[config.mk]
export PLATFORM = sky130hd
export DESIGN_NAME = mem_arbiter
export DESIGN_NICKNAME = d
export VERILOG_FILES = /design/src/rtl/mem_arbiter_pkg.sv /design/src/rtl/mem_arbiter_rr_pick2.sv /design/src/rtl/mem_arbiter.sv
export SDC_FILE = /design/constraint.sdc
export NUM_CORES = 1
export LEC_CHECK = 0
export BUFFER_PORTS_ARGS = -buffer_cell sky130_fd_sc_hd__buf_2
export CAP_MARGIN = 20
export CORE_AREA = 3 3 109 111
export CTS_CLUSTER_SIZE = 24
export DETAILED_ROUTE_END_ITERATION = 16
export DIE_AREA = 0 0 112 114
export PLACE_DENSITY = 0.54
export SYNTH_ARGS = -nofsm -noshare
export SYNTH_HDL_FRONTEND = slang
export SYNTH_SLANG_ARGS = --single-unit
[constraint.sdc]
create_clock -name clk -period 4.3 [get_ports clk]
set_clock_uncertainty 0.1 [all_clocks]
set_input_delay 0.43 -clock clk [delete_from_list [all_inputs] [get_ports clk]]
set_output_delay 0.43 -clock clk [all_outputs]
set_load 0.01 [all_outputs]
[src/rtl/mem_arbiter_pkg.sv]
// Shared types and constants for the two-port data-memory arbiter.
// Port indices double as the encoding of the last-grant bit.
package mem_arbiter_pkg;

   typedef enum logic {
      ST_OPEN   = 1'b0,
      ST_LOCKED = 1'b1
   } arb_state_t;

   localparam logic PORT_C = 1'b0;
   localparam logic PORT_D = 1'b1;

   localparam int LOCK_MAX_DEFAULT = 16;

endpackage

[src/rtl/mem_arbiter_rr_pick2.sv]
// Two-way round-robin select: on contention the port not granted last wins.
module rr_pick2
   import mem_arbiter_pkg::*;
(
   input  logic req_c,
   input  logic req_d,
   input  logic last_gnt,
   output logic pick_c,
   output logic pick_d
);

   always_comb begin
      pick_c = req_c & (~req_d | (last_gnt == PORT_D));
      pick_d = req_d & (~req_c | (last_gnt == PORT_C));
   end

endmodule

[src/rtl/mem_arbiter.sv]
// Core/DMA arbiter in front of a single-ported data memory, with a bounded
// ownership lock for the DMA port and one-cycle read return.
module mem_arbiter
   import mem_arbiter_pkg::*;
#(
   parameter int AW       = 32,
   parameter int LOCK_MAX = LOCK_MAX_DEFAULT
) (
   input  logic          clk,
   input  logic          reset,
   input  logic          c_req,
   input  logic          c_we,
   input  logic [3:0]    c_be,
   input  logic [AW-1:0] c_addr,
   input  logic [31:0]   c_wdata,
   output logic          c_gnt,
   output logic          c_rvalid,
   output logic          c_stall,
   input  logic          d_req,
   input  logic          d_we,
   input  logic          d_lock,
   input  logic [3:0]    d_be,
   input  logic [AW-1:0] d_addr,
   input  logic [31:0]   d_wdata,
   output logic          d_gnt,
   output logic          d_rvalid,
   output logic [31:0]   rdata,
   output logic          mem_en,
   output logic          mem_we,
   output logic [3:0]    mem_be,
   output logic [AW-1:0] mem_a,
   output logic [31:0]   mem_wd,
   input  logic [31:0]   mem_rd
);

   localparam int CW = $clog2(LOCK_MAX + 1);
   // The granting cycle that enters LOCKED is the first owned cycle, so the
   // counter leaves LOCKED after LOCK_MAX-1 further cycles.
   localparam logic [CW-1:0] LOCK_LAST = CW'(LOCK_MAX - 2);

   arb_state_t    state_reg, state_next;
   logic [CW-1:0] lock_cnt_reg, lock_cnt_next;
   logic          rearm_reg, rearm_next;
   logic          last_gnt_reg, last_gnt_next;
   logic          c_pend_reg, d_pend_reg;
   logic          pick_c, pick_d;
   logic          lock_hold;

   rr_pick2 u_pick (
      .req_c   (c_req),
      .req_d   (d_req),
      .last_gnt(last_gnt_reg),
      .pick_c  (pick_c),
      .pick_d  (pick_d)
   );

   // A LOCKED cycle with d_lock low is already ordinary open arbitration.
   assign lock_hold = (state_reg == ST_LOCKED) && d_lock;

   always_comb begin
      c_gnt = 1'b0;
      d_gnt = 1'b0;
      if (!reset) begin
         if (lock_hold) begin
            d_gnt = d_req;
         end else begin
            c_gnt = pick_c;
            d_gnt = pick_d;
         end
      end
   end

   assign c_stall  = c_req & ~c_gnt;
   assign mem_en   = c_gnt | d_gnt;
   assign rdata    = mem_rd;
   assign c_rvalid = c_pend_reg;
   assign d_rvalid = d_pend_reg;

   always_comb begin
      mem_we = 1'b0;
      mem_be = 4'b0000;
      mem_a  = c_addr;
      mem_wd = c_wdata;
      if (d_gnt) begin
         mem_we = d_we;
         mem_be = d_be;
         mem_a  = d_addr;
         mem_wd = d_wdata;
      end else if (c_gnt) begin
         mem_we = c_we;
         mem_be = c_be;
      end
   end

   always_comb begin
      state_next    = state_reg;
      lock_cnt_next = lock_cnt_reg;
      rearm_next    = rearm_reg | ~d_lock;
      last_gnt_next = last_gnt_reg;
      if (c_gnt) begin
         last_gnt_next = PORT_C;
      end else if (d_gnt) begin
         last_gnt_next = PORT_D;
      end
      case (state_reg)
         ST_OPEN: begin
            if (d_gnt && d_lock && rearm_reg) begin
               state_next    = ST_LOCKED;
               lock_cnt_next = '0;
            end
         end
         ST_LOCKED: begin
            if (!d_lock) begin
               state_next = ST_OPEN;
            end else if (lock_cnt_reg == LOCK_LAST) begin
               // Forced release: core gets the next contention and the
               // DMA must drop d_lock before it can lock again.
               state_next    = ST_OPEN;
               rearm_next    = 1'b0;
               last_gnt_next = PORT_D;
            end else begin
               lock_cnt_next = lock_cnt_reg + CW'(1);
            end
         end
         default: state_next = ST_OPEN;
      endcase
   end

   always_ff @(posedge clk or posedge reset) begin
      if (reset) begin
         state_reg    <= ST_OPEN;
         lock_cnt_reg <= '0;
         rearm_reg    <= 1'b1;
         last_gnt_reg <= PORT_D;
         c_pend_reg   <= 1'b0;
         d_pend_reg   <= 1'b0;
      end else begin
         state_reg    <= state_next;
         lock_cnt_reg <= lock_cnt_next;
         rearm_reg    <= rearm_next;
         last_gnt_reg <= last_gnt_next;
         c_pend_reg   <= c_gnt & ~c_we;
         d_pend_reg   <= d_gnt & ~d_we;
      end
   end

endmodule
==> metrics.yaml <==
route:
  firstDrtPassIters: 4
  vias_per_inst: 3.88
  vias: 1872
  routedWlPerCell_um: 12.8
  final_antenna_net_count: 0
  drc_errors: 0
  drt_wirelength_um: 6200
  initialDrtViolationCount: 39
setup_path:
  worstPathMaxFanout: 46
  path_depth: 5
  critPathSlowestCell: "buf_4"
  timing.setup.critical_path_class: "reg2out"
  cp_top_family: "buffers and inverters"
  crit_path_start_kind: "flop"
  critical_path.endpoint_type: "primary output"
  crit_path_cell_trace: "nand2_2, a31oi_4, buf_4, mux2_2, buf_2"
  worst_ep_arrival_time_ns: 2.02
  critPathRequiredTime_ns: 3.77
  timing.reg2reg.worst_path_depth: 4
  critical-path-max-stage-delay_ns: 0.46
  worstPathBufferInverterCount: 2
global_routing:
  grt_remaining_overflow: 0
  grt_max_degree: 47
  grt_pass1_vias: 1851
  grt_first_pass_wirelength_um: 8910
  track_usage: 0.0832
  antenna_found_initial: 1
pwr:
  report.power.total_mw: 0.548
  p_sw_mw: 0.189
  p_leak_nw: 1.40
  share_clk_of_total_power: 0.215
  ir_worst_vdd_mv: 0.202
  cellInternalPower_mw: 0.358
  combPwrFrac: 0.545
  seqPwrFrac: 0.241
  p_sw_frac: 0.345
  power.density_nw_per_um2: 209
sta:
  max_slew_margin: 0.642
  worst_margin_pin_slew_ns: 0.537
  unrepaired_setup_endpoints_after_global_routing: "false"
  timing.hold.ws_ns: 0.103
  max_freq_ghz: 0.392
  drv_slew: 0
  post-route-min-period_ns: 2.55
  setup_violations: 0
  timing_hold_violations_final: 0
  setup_total_negative_slack_ns: 0
  fin_crit_sh: 0.594
placed_design:
  place_hpwl_um: 5490
  port_buffers: 217
  placed_cell_area_sq_um: 2570
  gp_congestion: 0.740
cts:
  cts_root_buf: "clkbuf_8"
  clk_transition_reported_paths_ns: 0.05
  clkLatencyLatePin_ns: 0.24
  ctsLongestPathBuffers: 2
  cts-resized-gates: 0
  cts-buffers-inserted: 3
  cts.htree.levels: 1
  cts_tree: "built"
  hold_buffers: 0
  postCtsSetupRepairBufs: 0
  tritoncts_num_sinks: 10
synth:
  syn_nets: 337
  synth.avg_cell_area_sq_um: 10.1
  synth_top_area_share: 0.405
  synth_edf_count: 0
  synthDominantAreaCellType: "mux2_2"
  mappedNetlistArea_sq_um: 1610
  post_synth_main_area_contributors: "mux2_2 40%, buf_4 15%, dfrtp_1 12%"
  yosys_warnings: 0
  synth-main-ff-cell: "dfrtp_1"
  sequential_area_share_after_synthesis: 0.157
  synth_cell_types: 31
  ys_ff_latch: 10
  async_flop_share: 1.00
  postSynthCellCount: 160
die:
  placement_rows: 38
  io-pin-count: 282
  dieArea_sq_um: 12800
  start_util: 0.148
  core_region_area_sq_um: 10900
  floorplan.die.height_um: 114
  dieWidth_um: 112
finish:
  synthToLayoutAreaGrowth_pct: 62.5
  flip_flop_count_of_the_largest_register_after_layout: 5
  drive_above_1_share: 0.843
  num_antenna_cells: 0
  final_core_util: 0.241
  most_common_library_cell_in_the_layout_ignoring_fill_and_taps: "buf_2"
  num-nets-final: 521
  layout_common_cells: "217 x buf_2, 58 x mux2_2, 8 x dfrtp_1, 6 x mux2_1"
  fillers: 1168
  finish.instance_area_sq_um: 2620
flow_run:
  maxCapViolations: 0
worst_hold_path:
  hold_path_class: "in2async"
run_status:
  outcome: "completed"
## stage by stage
step,setup WS [ns],instances
2_1_floorplan,2.27,160
3_3_place_gp,1.83,479
3_5_place_dp,1.77,479
4_1_cts,1.73,483
5_1_grt,1.66,483
6_report,1.75,483
## worst register-to-register path, stage by stage, from the launching register on
cell and delay [ns]:
dfstp_2 0.54, nand3b_1 0.07, a211oi_1 0.43, o21bai_1 0.24
o22ai_1 0.12
## cell families (layout without fill, tap and decap cells)
family | after synthesis | after routing | synth area share
xor+xnor | 1 | 1 | 0.00543
flops | 10 | 10 | 0.157
fa+ha+maj | 2 | 2 | 0.0155
mux | 65 | 65 | 0.453
compound gates | 15 | 15 | 0.0846
buf+inv | 45 | 228 | 0.212
simple gates | 22 | 22 | 0.0729
## cell type report
cell class                 count  area [sq um]  share of cell area
clock buffer                   4          55.1              0.0210
multi-input combinational    105          1020               0.389
sequential                    10           253              0.0964
tap                          140           175              0.0668
timing repair buffer         219          1100               0.420
inverter                       5          18.8             0.00716
## path summary, 6_finish.rpt
path | start | endpoint | slack [ns]
worst max register to register | rearm_reg | lock_cnt_reg[1] | 2.68
worst max-delay path | state_reg | mem_wd[10] | 1.75
worst min-delay path | reset | lock_cnt_reg[3] | 0.10
min in group clk | c_we | c_rvalid | 0.26
max in group asynchronous | reset | rearm_reg | 3.67
worst min register to register | rearm_reg | rearm_reg | 0.37
## routing by layer
layer  vias up  GRT usage  part of all wire  wire [um]
li1        904          -                 -          -
met1       800     0.0995              0.37       2300
met2       154      0.144              0.48       2980
met3        12     0.0281              0.14        855
met4         2     0.0208            0.0081         50
met5         -          0            0.0032         20
## cells in the mapped netlist, types with 2 or more instances
cell type,count
nand2_1,5
inv_1,5
nor2b_1,3
a211oi_1,2
buf_4,32
buf_6,7
dfstp_2,2
mux2_2,58
nor2_1,3
ha_1,2
mux2_1,6
nand3_1,2
nor3_1,2
a22o_1,5
or2_2,3
dfrtp_1,8
## power groups by stage
stage / Combinational (mW) / Sequential, mW / Clock (mW)
finish: 0.298 / 0.132 / 0.117
CTS: 0.304 / 0.131 / 0.120
detailed placement: 0.303 / 0.132 / 0
global route: 0.328 / 0.133 / 0.125
global placement: 0.300 / 0.132 / 0
floorplan: 0.203 / 0.129 / 0
(Power assumes the default switching activity.)
